## config.mk

```make
export PLATFORM = sky130hd
export DESIGN_NAME = alu_sequencer
export DESIGN_NICKNAME = d
export VERILOG_FILES = /design/src/rtl/alu_sequencer.sv
export SDC_FILE = /design/constraint.sdc
export NUM_CORES = 1
export LEC_CHECK = 0
export CAP_MARGIN = 15
export CORE_AREA = 2 2 161 163
export CTS_CLUSTER_SIZE = 12
export DETAILED_ROUTE_END_ITERATION = 8
export DIE_AREA = 0 0 163 165
export PLACE_DENSITY = 0.77
export SLEW_MARGIN = 20
export SYNTH_ARGS = -nofsm -noshare
export SYNTH_HDL_FRONTEND = slang
export SYNTH_SLANG_ARGS = --single-unit
```

## constraint.sdc

```tcl
create_clock -name clk -period 2.3 [get_ports clk]
set_input_delay 0.46 -clock clk [delete_from_list [all_inputs] [get_ports clk]]
set_output_delay 0.46 -clock clk [all_outputs]
set_load 0.005 [all_outputs]
```

## src/rtl/alu_sequencer.sv

```systemverilog
// Multi-cycle fetch/decode/execute/writeback controller around an external ALU.
// Owns the PC and NZCV flags, drives the register file and the data-memory handshake.
module alu_sequencer #(
   parameter logic [31:0] RESET_PC = 32'h0000_0000
) (
   input  logic        clk,
   input  logic        reset,
   input  logic        start,
   output logic        imem_req,
   output logic [31:0] imem_addr,
   input  logic        imem_ack,
   input  logic [31:0] imem_rdata,
   output logic [3:0]  rf_raddr1,
   output logic [3:0]  rf_raddr2,
   input  logic [31:0] rf_rdata1,
   input  logic [31:0] rf_rdata2,
   output logic        rf_we,
   output logic [3:0]  rf_waddr,
   output logic [31:0] rf_wdata,
   output logic [3:0]  alu_cond,
   output logic [3:0]  alu_opcode,
   output logic        alu_sbit,
   output logic [2:0]  alu_srcontrol,
   output logic [15:0] alu_imvalue,
   output logic [31:0] alu_in1,
   output logic [31:0] alu_in2,
   output logic [3:0]  alu_inflags,
   input  logic [31:0] alu_result,
   input  logic [3:0]  alu_outflags,
   output logic        dmem_req,
   output logic        dmem_we,
   output logic [31:0] dmem_addr,
   output logic [31:0] dmem_wdata,
   input  logic        dmem_ack,
   input  logic [31:0] dmem_rdata,
   output logic        busy,
   output logic        halted,
   output logic        illegal
);

   typedef enum logic [2:0] {
      IDLE,
      FETCH,
      DECODE,
      EXECUTE,
      MEM,
      WB
   } state_t;

   localparam logic [3:0] OP_CMP  = 4'h8;
   localparam logic [3:0] OP_LDR  = 4'h9;
   localparam logic [3:0] OP_STR  = 4'hA;
   localparam logic [3:0] OP_HALT = 4'hE;
   localparam logic [3:0] OP_NOP  = 4'hF;

   state_t      state;
   logic [31:0] pc;
   logic [31:0] instr;
   logic [3:0]  flags_q;
   logic [31:0] wb_data;
   logic        imem_req_q;
   logic        dmem_req_q;
   logic        dmem_we_q;
   logic [31:0] dmem_addr_q;
   logic [31:0] dmem_wdata_q;
   logic        rf_we_q;
   logic        halted_q;
   logic        illegal_q;

   logic [3:0]  f_cond;
   logic [3:0]  f_op;
   logic [3:0]  f_rd;
   logic [3:0]  f_rn;
   logic [3:0]  f_rm;
   logic        cond_met;
   logic        is_undef;

   assign f_cond = instr[31:28];
   assign f_op   = instr[27:24];
   assign f_rd   = instr[19:16];
   assign f_rn   = instr[15:12];
   assign f_rm   = instr[11:8];

   assign is_undef = (f_op == 4'hB) || (f_op == 4'hC) || (f_op == 4'hD);

   // Condition codes are evaluated on the architectural flags, never on the ALU's live output.
   always_comb begin
      cond_met = 1'b1;
      case (f_cond)
         4'h1:    cond_met = flags_q[2];
         4'h2:    cond_met = !flags_q[2] && (flags_q[3] == flags_q[0]);
         4'h3:    cond_met = !flags_q[2] && (flags_q[3] != flags_q[0]);
         4'h4:    cond_met = (flags_q[3] == flags_q[0]);
         4'h5:    cond_met = (flags_q[3] != flags_q[0]);
         4'h6:    cond_met = !flags_q[2] && flags_q[1];
         4'h7:    cond_met = !flags_q[1];
         4'h8:    cond_met = flags_q[1];
         default: cond_met = 1'b1;
      endcase
   end

   // Strobes are registered and set on the transition into the state that owns them.
   always_ff @(posedge clk or negedge reset) begin
      if (!reset) begin
         state        <= IDLE;
         pc           <= RESET_PC;
         instr        <= 32'h0;
         flags_q      <= 4'h0;
         wb_data      <= 32'h0;
         imem_req_q   <= 1'b0;
         dmem_req_q   <= 1'b0;
         dmem_we_q    <= 1'b0;
         dmem_addr_q  <= 32'h0;
         dmem_wdata_q <= 32'h0;
         rf_we_q      <= 1'b0;
         halted_q     <= 1'b0;
         illegal_q    <= 1'b0;
      end else begin
         case (state)
            IDLE: begin
               if (start) begin
                  state      <= FETCH;
                  halted_q   <= 1'b0;
                  imem_req_q <= 1'b1;
               end
            end
            FETCH: begin
               if (imem_ack) begin
                  instr      <= imem_rdata;
                  pc         <= pc + 32'd1;
                  imem_req_q <= 1'b0;
                  state      <= DECODE;
               end
            end
            DECODE: begin
               state <= EXECUTE;
            end
            EXECUTE: begin
               if (is_undef) begin
                  illegal_q <= 1'b1;
               end
               if (cond_met && !is_undef && (instr[23] || (f_op == OP_CMP))) begin
                  flags_q <= alu_outflags;
               end
               if (!cond_met || is_undef || (f_op == OP_CMP) || (f_op == OP_NOP)) begin
                  imem_req_q <= 1'b1;
                  state      <= FETCH;
               end else if (!f_op[3]) begin
                  wb_data <= alu_result;
                  rf_we_q <= 1'b1;
                  state   <= WB;
               end else if ((f_op == OP_LDR) || (f_op == OP_STR)) begin
                  dmem_req_q   <= 1'b1;
                  dmem_we_q    <= (f_op == OP_STR);
                  dmem_addr_q  <= rf_rdata1;
                  dmem_wdata_q <= rf_rdata2;
                  state        <= MEM;
               end else begin
                  halted_q <= (f_op == OP_HALT);
                  state    <= IDLE;
               end
            end
            MEM: begin
               if (dmem_ack) begin
                  dmem_req_q <= 1'b0;
                  dmem_we_q  <= 1'b0;
                  if (f_op == OP_LDR) begin
                     wb_data <= dmem_rdata;
                     rf_we_q <= 1'b1;
                     state   <= WB;
                  end else begin
                     imem_req_q <= 1'b1;
                     state      <= FETCH;
                  end
               end
            end
            WB: begin
               rf_we_q    <= 1'b0;
               imem_req_q <= 1'b1;
               state      <= FETCH;
            end
            default: begin
               state <= IDLE;
            end
         endcase
      end
   end

   assign imem_req      = imem_req_q;
   assign imem_addr     = pc;
   assign rf_raddr1     = f_rn;
   assign rf_raddr2     = (f_op == OP_STR) ? f_rd : f_rm;
   assign rf_we         = rf_we_q;
   assign rf_waddr      = f_rd;
   assign rf_wdata      = wb_data;
   assign alu_cond      = f_cond;
   assign alu_opcode    = f_op;
   assign alu_sbit      = instr[23];
   assign alu_srcontrol = instr[22:20];
   assign alu_imvalue   = instr[15:0];
   assign alu_in1       = rf_rdata1;
   assign alu_in2       = rf_rdata2;
   assign alu_inflags   = flags_q;
   assign dmem_req      = dmem_req_q;
   assign dmem_we       = dmem_we_q;
   assign dmem_addr     = dmem_addr_q;
   assign dmem_wdata    = dmem_wdata_q;
   assign busy          = (state != IDLE);
   assign halted        = halted_q;
   assign illegal       = illegal_q;

endmodule
```

==> Word-level counts from Yosys, hierarchy flattened <==
Index checks and enable logic that the tools add are counted.
{ "word_totals": {"regBits": 173, "inputBits": 169, "out_inout_bits": 243, "elab_cells": 121} }
{ "op_classes": {"n_addsub": 1, "n_eq_ne": 34, "n_mux": 40, "n_bitwise": 1, "reduce_logical": 32} }
{ "op_table": {"columns": ["op", "count"], "rows": [
  ["two-way mux 32 bit", 4],
  ["one-hot mux 32 bit (2 select lines)", 1],
  ["== test 4 bit, second input constant", 9],
  ["adder 32 x 1 -> 32 bit, second input constant", 1],
  ["!= test 2 bit, second input constant", 11],
  ["two-way mux 3 bit", 7],
  ["two-way mux 1 bit", 20],
  ["AND reduction 5 bit", 4],
  ["one-hot mux 3 bit (6 select lines)", 1],
  ["== test 4 x 3 -> 1 bit, second input constant", 4],
  ["== test 4 x 2 -> 1 bit, second input constant", 2],
  ["one-hot mux 1 bit (8 select lines)", 1],
  ["logical OR 1 bit", 7],
  ["== test 3 x 2 -> 1 bit, second input constant", 2],
  ["== test 3 bit, second input constant", 2],
  ["one-hot mux 1 bit (2 select lines)", 3],
  ["AND reduction 2 bit", 3],
  ["AND reduction 6 bit", 1],
  ["nonzero test 3 bit", 2],
  ["logical AND 1 bit", 5],
  ["one-hot mux 1 bit (5 select lines)", 1],
  ["nonzero test 5 bit", 1],
  ["== test 4 x 1 -> 1 bit, second input constant", 1],
  ["zero test 1 bit", 4],
  ["other kinds (10)", 11]
]} }

==> Logic depth before layout (Yosys ltp) <==
{ "depth": {"word_depth": 9, "depth_mapped": 9, "depth_no_buf": 6} }

==> Worst setup path before layout <==
OpenSTA, ideal clock, no wires.
{ "synth_path": {"path_kind": "register to register", "from": "register instr[30]", "to": "register flags_q[0], in the netlist alu_inflags[0]", "setup_ns": 0.125, "arrival_ns": 2.238, "required_ns": 2.175, "setup_slack_ns": -0.063, "path_stages_with_launch": 8, "path_buffers": 2, "period_less_slack_ns": 2.363, "cell_sequence": "dfrtp_1 > buf_6 > or4_1 > a21oi_2 > nor2_1 > or4_1 > buf_2 > mux2_4"} }
{ "synth_between": {"elab_chain_len": 5, "elab_cells_between_ends": 12, "cone_classes": "8 x eq/ne; 1 x mux; 3 x reduce/logical"} }
{ "synth_lines": {"columns": ["item", "line", "source"], "rows": [
  ["start: declaration", "58", "logic [31:0] instr;"],
  ["start signal: assignment", "129", "instr <= imem_rdata;"],
  ["== test 4 bit, or another cell as far along", "89", "case (f_cond)"],
  ["one-hot mux 1 bit (8 select lines) (*)", "89", null],
  ["logical AND 1 bit (*) (2 in series)", "142", "if (cond_met && !is_undef && (instr[23] || (f_op == OP_CMP))) begin"],
  ["AND reduction 2 bit (no source line) (*)", null, null],
  ["end signal: assignment", "143", "flags_q <= alu_outflags;"],
  ["end: declaration", "59", "logic [3:0] flags_q;"]
]} }
Every way passes the cells marked *; elsewhere a longest branch is shown, timed or not.
A chain may end at the register's enable or synchronous reset.

==> Worst setup path in the final report <==
{ "layout_path": {"from": "register flags_q[3], in the netlist alu_inflags[3]", "to": "register wb_data[9], in the netlist rf_wdata[9]"} }
{ "layout_between": {"elab_chain_len": 9, "elab_cells_between_ends": 11, "cone_classes": "3 x eq/ne; 1 x mux; 7 x reduce/logical"} }
{ "layout_lines": {"columns": ["item", "line", "source"], "rows": [
  ["!= test 1 bit or == test 1 bit (tied branches)", null, null],
  ["logical AND 1 bit (on tied branches)", "92, 91", null],
  ["one-hot mux 1 bit (8 select lines) (*)", "89", null],
  ["zero test 1 bit (*)", "145", "if (!cond_met || is_undef || (f_op == OP_CMP) || (f_op == OP_NOP)) begin"],
  ["logical OR 1 bit (*) (3 in series)", "145", null],
  ["!= test 2 bit (no source line) (*)", null, null],
  ["AND reduction 5 bit (no source line) (*)", null, null],
  ["end signal: assignment", "149", "wb_data <= alu_result;"],
  ["end signal: assignment", "168", "wb_data <= dmem_rdata;"],
  ["end: declaration", "60", "logic [31:0] wb_data;"]
]} }
Marks and branches as above.

==> results.cfg <==
[setup_path]
critPathMaxStageDelay_ps = 440
cpLargestDelayFamily = simple AND/OR/NAND/NOR gates
crit_chain = xor2_2 > or4_4 > a21oi_4 > nor2_4 > o32ai_4 > buf_12 > clkbuf_16 > mux2_2
start_kind = flop
path_class = flop to flop
critPathMaxFanout = 6
worstPathArrival_ps = 2710
crit_buf_inv = 2
worstPathRequired_ps = 2610
worst_setup_path_end_kind = flop
cpMaxStageDelayCell = or4_4

[global_routing]
grt_usage_pct = 17.34
grt_max_degree = 50
grt-ovfl-total = 0
antenna_found_initial = 0
grt_pass1_vias = 6263
grt_pass1_wl_um = 35380

[timing]
relSlewSlack_pct = 64.94
fmax_mhz = 415.9
setup_viol_count_final = 79
rsz0062_at_grt = yes
period_share_pct = 104.5
min_period_ps = 2404
skew_ps = 13.78
finalHoldViolations = 0
drv_slew = 0
tightest_slew_ps = 520.4
setup_ws_ps = -104.5

[synthesis]
async_flop_share_pct = 100.0
yosys_warnings = 0
synth_area_leader_cell = dfrtp_1
synth_cell_types = 45
synth_area_um2 = 7943
yosys.area.top_type_share_pct = 54.51
synth.avg_cell_area_um2 = 13.00
synth_seq_area_share_pct = 54.51
ys_seq_elements = 173
synth-main-ff-cell = dfrtp_1
synth_nets = 781
synth-edff-count = 0
netlist_instances = 611
synthTopCellsByArea = dfrtp_1, mux2_2, buf_4

[final_layout]
finalInstanceArea_um2 = 13650
syn2layout_area_growth_pct = 71.90
final_layout_size_suffix_gt1_share_pct = 27.09
finalNetCount = 1187
layout.cells.non_filler = 1361
fill_cells = 2102

[floorplanning]
die_h_um = 165
coreArea_um2 = 25040
ios = 412
start_util_pct = 31.72
rows = 58
die_w_um = 163
dieArea_um2 = 26900

[routing]
antenna_left = 0
num_vias = 6239
wl_per_cell_um = 18.47
first_iter_violations = 211
via_per_inst = 4.584
drt_pass1_iterations = 4
routed_wl_um = 25140
drc_errors = 0

[power_and_ir_drop]
ir_drop_uv = 616.2
powerDensity_nw_per_um2 = 1062
p_leak_nw = 5.807

[place]
placed_cells = 1310
hpwl_um = 18630
io_buffers = 411
place_area_um2 = 12380
gp_congestion = 0.7943

[cts]
tritoncts = yes
clock-sinks = 173
cts-root-buf = clkbuf_16
clkLatencyLatePin_ps = 420
ctsLongestPathBuffers = 2
cts_htree_levels = 4
clk_pin_slew_ps = 70
cts_buffers = 17

[outcome]
status = finished with violations
violations = setup timing

[worst_hold_path]
hp-class = flop to flop

[job]
maxCapViolCount = 0
[final timing paths]
check	slack, ps	to	cells past startpoint	start
worst max-delay path	-100	rf_wdata[9]	8	alu_inflags[3]
worst max register to register	-100	rf_wdata[9]	8	alu_inflags[3]
max in group asynchronous	1110	instr[30]	3	reset
min in group asynchronous	540	dmem_wdata[30]	2	reset
worst min-delay path	480	dmem_req	1	dmem_req
worst min register to register	480	dmem_req	1	dmem_req
[layout by cell type (no fill, tap or decap), drive strengths merged, types with 3 or more instances in the layout]
cell / Yosys / routed
a21o: 4 / 4
a21oi: 7 / 7
and2: 6 / 6
and3: 7 / 7
and4: 4 / 4
buf: 82 / 62
clkbuf: 11 / 27
clkdlybuf4s50: 0 / 405
clkinv: 0 / 3
clkinvlp: 0 / 3
dfrtp: 173 / 173
dlygate4sd2: 0 / 3
inv: 6 / 11
mux2: 160 / 160
nand2: 39 / 39
nand3: 13 / 13
nand4: 7 / 7
nor2: 8 / 8
nor2b: 10 / 10
nor3: 4 / 4
o21ai: 11 / 11
xnor2: 26 / 26
xor2: 6 / 6
[flip-flops by register name, summed over array words and instances (netlist names)]
| name | cells |
|---|---|
| alu_inflags | 4 |
| dmem_addr | 32 |
| dmem_req | 1 |
| dmem_wdata | 32 |
| dmem_we | 1 |
| halted | 1 |
| illegal | 1 |
| imem_addr | 32 |
| imem_req | 1 |
| instr | 32 |
| rf_wdata | 32 |
| rf_we | 1 |
| state | 3 |
[Yosys cell counts, drive strengths merged (2+ instances only)]
library cell,n
inv,6
a31o,2
xnor2,26
nand2b,2
o31ai,2
and4,4
nand2,39
and2,6
mux2i,2
a22o,2
nor2b,10
o21ai,11
o32ai,2
a21oi,7
or4,2
nor2,8
nand3,13
xor2,6
buf,82
mux2,160
dfrtp,173
clkbuf,11
a31oi,2
a21o,4
nor4bb,2
nand4,7
and3,7
nor3,4
[report_power, final]
| part | leakage (nW) | internal (W) | switching [W] |
|---|---|---|---|
| combinational | 3.33 | 0.00448 | 0.00222 |
| sequential | 2.20 | 0.00416 | 0.000802 |
| clock | 0.272 | 0.00155 | 0.00130 |
[cells by family (layout without fill, tap and decap cells)]
kind of cell	count (synthesis)	in the layout	share of synthesized area [%]
adders and majority gates	1	1	0.1575
and+or+nand+nor	108	108	7.199
DFF	173	173	54.51
xor gates and xnor gates	32	32	3.529
other	0	1	0
buffers and inverters	99	518	8.396
muxes	162	162	23.13
AOI/OAI and AO/OA	36	36	3.088
[metal layers]
layer	GRT usage [%]	up-vias	share of wire, %
li1	-	2877	-
met1	20.30	3073	41
met2	31.01	272	50
met3	6.002	17	7.8
met4	3.218	0	1.0
met5	0	-	0
[cell type report]
class / instances / area (um2) / share of cell area [%]
clock buffer: 20 / 446.7 / 3.272
timing repair buffer: 480 / 4965 / 36.36
clock inverter: 12 / 127.6 / 0.9347
tap: 330 / 412.9 / 3.024
multi-input combinational: 339 / 3342 / 24.48
antenna: 1 / 2.502 / 0.01833
sequential: 173 / 4334 / 31.74
inverter: 6 / 22.52 / 0.1650
[stage by stage]
stage,setup WS [ps],power [W],hold slack [ps],TNS (ps),utilization [%]
after floorplan,-2.415,0.007185,164.4,-9.658,-
after global placement,-175.2,0.01080,416.0,-3136,49.44
after detailed placement,-251.3,0.01094,418.6,-6150,49.44
after CTS,-80.57,0.01387,478.7,-2285,51.81
after global routing,-159.9,0.01536,501.4,-10910,54.52
final,-104.5,0.01451,477.9,-5036,54.53
[what timing repair did]
action | CTS | global route
resized for setup | 13 | 107
setup buffers | 2 | 8
cloned | 0 | 8
hold buffers | 1 | 0
endpoints found under the setup margin | 92 | 104
hold endpoints to repair | 38 | 0
pin swaps | 1 | 4
Note: power is estimated with default switching activity, not from simulation.
